$ cat src/rtl/game_pkg.sv
// Shared definitions for the key-match game: round states, voice codes and the
// feedback-window length that the change_voice decoder also keys off.
package game_pkg;

    typedef enum logic [1:0] {
        IDLE     = 2'd0,
        SHOW     = 2'd1,
        FEEDBACK = 2'd2,
        OVER     = 2'd3
    } state_t;

    localparam logic [3:0] VOICE_HIT  = 4'hA;
    localparam logic [3:0] VOICE_MISS = 4'd6;
    localparam logic [3:0] VOICE_OFF  = 4'hF;

    localparam int unsigned FB_CYCLES_DEF = 32'd4_000_000;
    localparam int unsigned CNT_W         = 32'd26;

    // Fibonacci step, taps 16,14,13,11 (bits 15,13,12,10), shifting toward the MSB.
    function automatic logic [15:0] lfsr16_next(input logic [15:0] q);
        return {q[14:0], q[15] ^ q[13] ^ q[12] ^ q[10]};
    endfunction

endpackage

$ cat src/rtl/lfsr16.sv
// Free-running 16-bit LFSR used to draw the target key; never stops stepping,
// so the drawn key depends on when the player acts.
module lfsr16
    import game_pkg::*;
#(
    parameter logic [15:0] SEED = 16'hACE1
) (
    input  logic        clk,
    input  logic        rst_n,
    output logic [15:0] q
);

    logic [15:0] r_q;

    // Advance one step every clock.
    always_ff @(posedge clk or negedge rst_n) begin
        if (!rst_n) begin
            r_q <= SEED;
        end else begin
            r_q <= lfsr16_next(r_q);
        end
    end

    assign q = r_q;

endmodule

$ cat src/rtl/mole_round_ctrl.sv
// Round sequencer for the key-match game: draws the target, times the answer window,
// drives the pressed/cnt feedback window and keeps score and lives.
module mole_round_ctrl
    import game_pkg::*;
#(
    parameter int unsigned ROUND_CYCLES = 32'd50_000_000,
    parameter int unsigned FB_CYCLES    = FB_CYCLES_DEF,
    parameter logic [1:0]  LIVES        = 2'd3,
    parameter int unsigned SCORE_W      = 32'd8,
    parameter logic [15:0] LFSR_SEED    = 16'hACE1
) (
    input  logic               clk,
    input  logic               rst_n,
    input  logic               start,
    input  logic               key_valid,
    input  logic [3:0]         key,
    output logic [3:0]         key_random,
    output logic               pressed,
    output logic [25:0]        cnt,
    output logic [SCORE_W-1:0] score,
    output logic [1:0]         lives,
    output logic               round_active,
    output logic               game_over
);

    localparam int unsigned TIMER_W = (ROUND_CYCLES > 32'd1) ? $clog2(ROUND_CYCLES) : 32'd1;
    localparam logic [TIMER_W-1:0] TIMER_LAST = TIMER_W'(ROUND_CYCLES - 32'd1);
    localparam logic [CNT_W-1:0]   FB_LAST    = CNT_W'(FB_CYCLES - 32'd1);
    localparam logic [CNT_W-1:0]   CNT_MAX    = {CNT_W{1'b1}};
    localparam logic [SCORE_W-1:0] SCORE_MAX  = {SCORE_W{1'b1}};

    state_t               r_state;
    logic [TIMER_W-1:0]   r_timer;
    logic [CNT_W-1:0]     r_cnt;
    logic [3:0]           r_key_random;
    logic                 r_pressed;
    logic [SCORE_W-1:0]   r_score;
    logic [1:0]           r_lives;
    logic                 r_round_active;
    logic                 r_game_over;

    logic [15:0]          w_lfsr;
    logic [CNT_W-1:0]     w_cnt_inc;
    logic                 w_hit;
    logic                 w_unused_lfsr;

    lfsr16 #(.SEED(LFSR_SEED)) u_lfsr (
        .clk   (clk),
        .rst_n (rst_n),
        .q     (w_lfsr)
    );

    assign w_unused_lfsr = ^w_lfsr[15:4];
    assign w_cnt_inc     = (r_cnt == CNT_MAX) ? r_cnt : r_cnt + CNT_W'(1);
    assign w_hit         = (key == r_key_random);

    // Round FSM together with timer, feedback counter, score and lives.
    always_ff @(posedge clk or negedge rst_n) begin
        if (!rst_n) begin
            r_state        <= IDLE;
            r_timer        <= '0;
            r_cnt          <= '0;
            r_key_random   <= 4'd0;
            r_pressed      <= 1'b0;
            r_score        <= '0;
            r_lives        <= 2'd0;
            r_round_active <= 1'b0;
            r_game_over    <= 1'b0;
        end else begin
            case (r_state)
                IDLE: begin
                    r_pressed      <= 1'b0;
                    r_cnt          <= '0;
                    r_timer        <= '0;
                    r_round_active <= 1'b0;
                    r_game_over    <= 1'b0;
                    if (start) begin
                        r_lives        <= LIVES;
                        r_score        <= '0;
                        r_key_random   <= w_lfsr[3:0];
                        r_round_active <= 1'b1;
                        r_state        <= SHOW;
                    end
                end
                SHOW: begin
                    r_timer <= r_timer + TIMER_W'(1);
                    r_cnt   <= w_cnt_inc;
                    // A press on the timeout cycle takes priority over the timeout.
                    if (key_valid) begin
                        r_pressed      <= 1'b1;
                        r_cnt          <= '0;
                        r_round_active <= 1'b0;
                        r_state        <= FEEDBACK;
                        if (w_hit) begin
                            if (r_score != SCORE_MAX) begin
                                r_score <= r_score + SCORE_W'(1);
                            end
                        end else if (r_lives != 2'd0) begin
                            r_lives <= r_lives - 2'd1;
                        end
                    end else if (r_timer == TIMER_LAST) begin
                        r_cnt          <= '0;
                        r_round_active <= 1'b0;
                        r_state        <= FEEDBACK;
                        if (r_lives != 2'd0) begin
                            r_lives <= r_lives - 2'd1;
                        end
                    end
                end
                FEEDBACK: begin
                    r_cnt <= w_cnt_inc;
                    if (r_cnt == FB_LAST) begin
                        r_pressed <= 1'b0;
                        if (r_lives == 2'd0) begin
                            r_game_over <= 1'b1;
                            r_state     <= OVER;
                        end else begin
                            r_key_random   <= w_lfsr[3:0];
                            r_timer        <= '0;
                            r_round_active <= 1'b1;
                            r_state        <= SHOW;
                        end
                    end
                end
                OVER: begin
                    r_pressed <= 1'b0;
                    r_cnt     <= w_cnt_inc;
                    if (start) begin
                        r_lives        <= LIVES;
                        r_score        <= '0;
                        r_key_random   <= w_lfsr[3:0];
                        r_timer        <= '0;
                        r_round_active <= 1'b1;
                        r_game_over    <= 1'b0;
                        r_state        <= SHOW;
                    end
                end
                default: begin
                    r_state <= IDLE;
                end
            endcase
        end
    end

    assign key_random   = r_key_random;
    assign pressed      = r_pressed;
    assign cnt          = r_cnt;
    assign score        = r_score;
    assign lives        = r_lives;
    assign round_active = r_round_active;
    assign game_over    = r_game_over;

endmodule

$ cat config.mk
export PLATFORM = sky130hd
export DESIGN_NAME = mole_round_ctrl
export DESIGN_NICKNAME = d
export VERILOG_FILES = /design/src/rtl/game_pkg.sv /design/src/rtl/lfsr16.sv /design/src/rtl/mole_round_ctrl.sv
export SDC_FILE = /design/constraint.sdc
export NUM_CORES = 1
export LEC_CHECK = 0
export CORE_ASPECT_RATIO = 1.2
export CORE_MARGIN = 3
export CORE_UTILIZATION = 60
export DETAILED_ROUTE_END_ITERATION = 10
export GPL_TIMING_DRIVEN = 0
export HOLD_SLACK_MARGIN = 0.12
export PLACE_DENSITY = 0.87
export SLEW_MARGIN = 0
export SYNTH_ARGS = -nofsm -noshare
export SYNTH_HDL_FRONTEND = slang
export SYNTH_SLANG_ARGS = --single-unit
$ cat constraint.sdc
create_clock -name clk -period 5.5 [get_ports clk]
set_input_delay 0.55 -clock clk [delete_from_list [all_inputs] [get_ports clk]]
set_output_delay 0.55 -clock clk [all_outputs]
set_load 0.1 [all_outputs]
## After elaboration in Yosys (flattened, before gate mapping)

Cells that the tools add are included.

| cells by class | value |
|---|---|
| reductions and logical operators | 16 |
| $add $sub $neg | 4 |
| eq/ne operators | 18 |
| bitwise operators | 3 |
| mux-type cells | 43 |

Operators with widths:

| operator | count |
|---|---|
| 2-to-1 mux 26 bit | 6 |
| case mux 26 bit (4 select lines) | 1 |
| case mux 26 bit (3 select lines) | 1 |
| adder 26 x 1 -> 26 bit, second input constant | 2 |
| == test 26 bit, second input constant | 2 |
| 2-to-1 mux 8 bit | 4 |
| == test 26 x 22 -> 1 bit, second input constant | 1 |
| 2-to-1 mux 2 bit | 10 |
| case mux 8 bit (2 select lines) | 1 |
| AND reduction 4 bit | 4 |
| inequality test 2 bit, second input constant | 7 |
| 2-to-1 mux 4 bit | 3 |
| 2-to-1 mux 1 bit | 11 |
| adder 8 x 1 -> 8 bit, second input constant | 1 |
| inequality test 8 bit, second input constant | 1 |
| case mux 4 bit (2 select lines) | 1 |
| inequality test 3 bit, second input constant | 2 |
| case mux 1 bit (3 select lines) | 2 |
| case mux 2 bit (3 select lines) | 1 |
| AND reduction 3 bit | 2 |
| nonzero test 2 bit | 3 |
| AND reduction 5 bit | 1 |
| == test 2 bit, second input constant | 2 |
| == test 4 bit | 1 |
| 10 further kinds | 14 |

| storage, ports and cells | value |
|---|---|
| register bits after elaboration | 87 |
| input bits | 8 |
| output and inout bits | 43 |
| logic and storage cells | 94 |

## Logic depth before layout (Yosys ltp)

| depth | value |
|---|---|
| depth after elaboration | 5 |
| gate-level depth with buffers | 8 |
| mapped depth without buffers | 7 |

## Hierarchy

Synthesis repeated with hierarchy kept, for this count alone.

| second synthesis, totals | value |
|---|---|
| cell total of the unflattened synthesis | 485 |
| area total of the unflattened synthesis | 4682.0 um^2 |

By module, submodules not included:

| module | area each (um^2) | sequential area each (um^2) | cells an instance | times used |
|---|---|---|---|---|
| mole_round_ctrl | 4245.3 | 1776.7 | 466 | 1 |
| lfsr16 | 436.7 | 410.4 | 19 | 1 |

## Worst setup path after synthesis

Ideal clock, no wire load.

| timing | value |
|---|---|
| path type | flip-flop to flip-flop |
| start | register r_cnt[0], in the netlist cnt[0] |
| end | register r_timer[22] |
| arrival | 2.726 ns |
| slack | 2.691 ns |
| path buffers | 2 |
| library setup time | 0.083 ns |
| stages on the path, launching flop included | 9 |
| data required time | 5.417 ns |
| clock period less this slack | 2.809 ns |
| cells stage by stage | dfrtp_1 -> ha_1 -> and4_1 -> nand2_1 -> buf_2 -> o32a_4 -> buf_6 -> or4_1 -> o21ai_0 |

| on the way | value |
|---|---|
| longest elaborated chain between the ends | 3 |

Ends and longest elaborated chain:

| element | line | source |
|---|---|---|
| start, declared | mole_round_ctrl.sv:34 | `logic [CNT_W-1:0] r_cnt;` |
| start signal, assigned | mole_round_ctrl.sv:87 | `r_cnt <= w_cnt_inc;` |
| start signal, assigned | mole_round_ctrl.sv:111 | `r_cnt <= w_cnt_inc;` |
| start signal, assigned | mole_round_ctrl.sv:127 | `r_cnt <= w_cnt_inc;` |
| == test 26 x 22 -> 1 bit | mole_round_ctrl.sv:112 | `if (r_cnt == FB_LAST) begin` |
| inequality test 2 bit (no source line) | n/a |  |
| AND reduction 3 bit (no source line) | n/a |  |
| end signal, assigned | mole_round_ctrl.sv:86 | `r_timer <= r_timer + TIMER_W'(1);` |
| end, declared | mole_round_ctrl.sv:33 | `logic [TIMER_W-1:0] r_timer;` |

No other way between the ends.
A chain may end at the register's enable or synchronous reset.

## Worst setup path after layout

| timing | value |
|---|---|
| start | register r_cnt[8], in the netlist cnt[8] |
| end | output port cnt[8] |

RTL lines:

| element | line | source |
|---|---|---|
| end, declared | mole_round_ctrl.sv:19 | `output logic [25:0] cnt,` |

No word-level cell between the ends.

==> results_dict.tcl <==
set metrics [dict create \
    post_cts_resized 0 \
    finalMaxSlewViolations 0 \
    synthToLayoutAreaGrowth_pct 18.2 \
    r2r-start "cnt[0]$_DFF_PN0_" \
    relSlewSlack 0.334 \
    crit_path_end_kind "output pin" \
    port_buffers 50 \
    path_class "flip-flop to output pin" \
    vdd_drop_max_mv 0.343 \
    initial_core_util 0.624 \
    critPathMaxStageDelay_ns 1.19 \
    rr_worst_depth 8 \
    powerDensity_nw_per_um2 381 \
    cp_data_arrival_time_ns 2.08 \
    vias 4055 \
    ios 51 \
    use_met3 0.0513 \
    ys_types 55 \
    detail_route.wl_per_cell_um 17.4 \
    instances_no_fill 633 \
    top_usage_layer "met2" \
    clock-root-buffer "clkbuf_8" \
    crit_end "cnt[8]" \
    synth-seq-area-share 0.477 \
    netlist_area_um2 4590 \
    path_cells "clkdlybuf4s50_1" \
    grt_setup_unrepaired "no" \
    cts_setup_buffers 0 \
    critical_path_required_ns 4.95 \
    cap_violations 0 \
    place.detailed.hpwl_um 7720 \
    fmax_mhz 380 \
    holdBufCountCts 0 \
    ys.flop_type "dfrtp_1" \
    fin_area_um2 5430 \
    first_global_vias 3892 \
    totalPowerFinal_mw 2.07 \
    drive_gt1_frac 0.101 \
    synth_top_area_share 0.431 \
    place_ws_ns 2.80 \
    startpoint "cnt[8]$_DFF_PN0_" \
    setup_slack_ns 2.87 \
    final_cell_mix "dfrtp_1 (79), clkdlybuf4s50_1 (49), o21ai_0 (40), nor2_1 (34), nand2_1 (33)" \
    grt_overflow_total 0 \
    rows 34 \
    cp.depth 1 \
    cts_buffers 9 \
    cts-htree-levels 3 \
    avgSynthCellArea_um2 9.64 \
    met1_usage 0.354 \
    outcome "finished, final reports clean" \
    totalWireLength_um 11000 \
    dieArea_um2 8740 \
    tightest_slew_ns 0.996 \
    crit_family "buffers and inverters" \
    dpl_cell_area_um2 5220 \
    syn_inst 476 \
    synth_edf_count 0 \
    setup_viol 0 \
    crit_fanout 8 \
    use_met2 0.437 \
    nNetsFinal 554 \
    ant_nets 0 \
    core_um2 7360 \
    cts.sinks 87 \
    via_per_inst 6.41 \
    clkTransAtPathRegs_ns 0.10 \
    drt-pass1-iter-count 5 \
    setup.worst_path.start_class "flip-flop" \
    clk_path_buf_depth 2 \
    cp_num_buf_inv 1 \
    ys_warn_count 0 \
    worstSkewPairLatency_ns 0.36 \
    synthArstFlopShare 1.00 \
    period_needed_ns 2.63 \
    fin_skew_ns 0.0112 \
    grt_start_max_net_pins 46 \
    die_w_um 85.8 \
    power_leakage_nw 2.15 \
    cts_tree "done" \
    drc 0 \
    synth_area_leaders "dfrtp_1 (43%), dfstp_2 (4.6%), o21ai_0 (4.4%), nand3_1 (3.3%), xnor2_1 (3.1%)" \
    holdWs_ns 0.165 \
    grt_use_total 0.264 \
    place.gp.congestion 0.889 \
    drt_iter0_markers 275 \
    dp_cells 617 \
    n_antenna_cell 0 \
    grt_pass1_wl_um 18600 \
    mostFrequentLayoutCell "dfrtp_1" \
    antenna_found_initial 0 \
    slowest_stage "clkdlybuf4s50_1" \
    reg2reg_to "cnt[19]$_DFF_PN0_" \
    die_y_um 102 \
    synth_top_area_cell "dfrtp_1" \
    min_path_type "input pin to async pin" \
    hold_viol 0 \
    synth_nets 492 \
    finish.utilization 0.737 \
    setup-tns-final_ns 0 \
    r2r_slack_ns 2.97 \
    fin_crit_sh 0.478 \
    ys_seq_elements 87 \
]
[flip-flops by register name (all words and copies together), names as in the netlist]
signal and flops:
r_state 2, key_random 4, lives 2, r_timer 26, cnt 26, pressed 1, round_active 1, game_over 1
score 8, u_lfsr.q 16
[cell type report]
cell class                      count  area [µm²]
Buffer                             23         123
Clock buffer                        9         124
Clock inverter                      7        81.3
Fill cell                         504        1930
Inverter                           16        60.1
Multi-Input combinational cell    350        2220
Sequential cell                    87        2190
Tap cell                           90         113
Timing Repair Buffer               51         518
[per-layer routing]
layer  part of all wire  wire length, µm
met4              0.014              150
met3              0.068              746
met2               0.50             5500
met1               0.42             4610
met5                  0                0
[where the power goes]
| part | leakage, nW | total (mW) | switching [mW] | internal (mW) |
|---|---|---|---|---|
| registers | 1.17 | 0.721 | 0.0410 | 0.680 |
| clock network | 0.104 | 0.454 | 0.271 | 0.182 |
| logic | 0.874 | 0.893 | 0.617 | 0.276 |
[how the worst min path moves through the flow]
stage,from,to,depth (start not counted)
2_1_floorplan,rst_n,cnt[0]$_DFF_PN0_,0
3_3_place_gp,u_lfsr.q[9]$_DFF_PN0_,u_lfsr.q[10]$_DFF_PN1_,0
3_5_place_dp,u_lfsr.q[8]$_DFF_PN0_,u_lfsr.q[9]$_DFF_PN0_,0
4_1_cts,rst_n,score[3]$_DFFE_PN0P_,1
5_1_grt,rst_n,score[3]$_DFFE_PN0P_,1
6_report,rst_n,score[3]$_DFFE_PN0P_,1
[cell usage after synthesis (all sizes together) (3+ instances only)]
library cell and number:
xnor2 16, o211ai 5, or4 7, o31ai 17, a21oi 25, nand2 33, nand4 16, and2 7
dfrtp 79, nor2 34, clkbuf 13, inv 15, buf 10, and3 10, a31oi 7, dfstp 8
ha 8, mux2 7, mux2i 5, o41ai 6, a31o 3, xor2 6, nor3 9, nand2b 5
or3 4, nor4 11, or2 5, o21ai 40, nor2b 3, a211oi 6, nand3 30, nand4b 4
[logic make-up after synthesis]
family	after synthesis	synth area share
compound gates	124	0.176
xor+xnor	22	0.0420
fa+ha+maj	8	0.0218
buf+inv	39	0.0398
flops	87	0.477
mux	12	0.0281
simple gates	184	0.216
No activity file was read; power rests on OpenSTA's default activity.
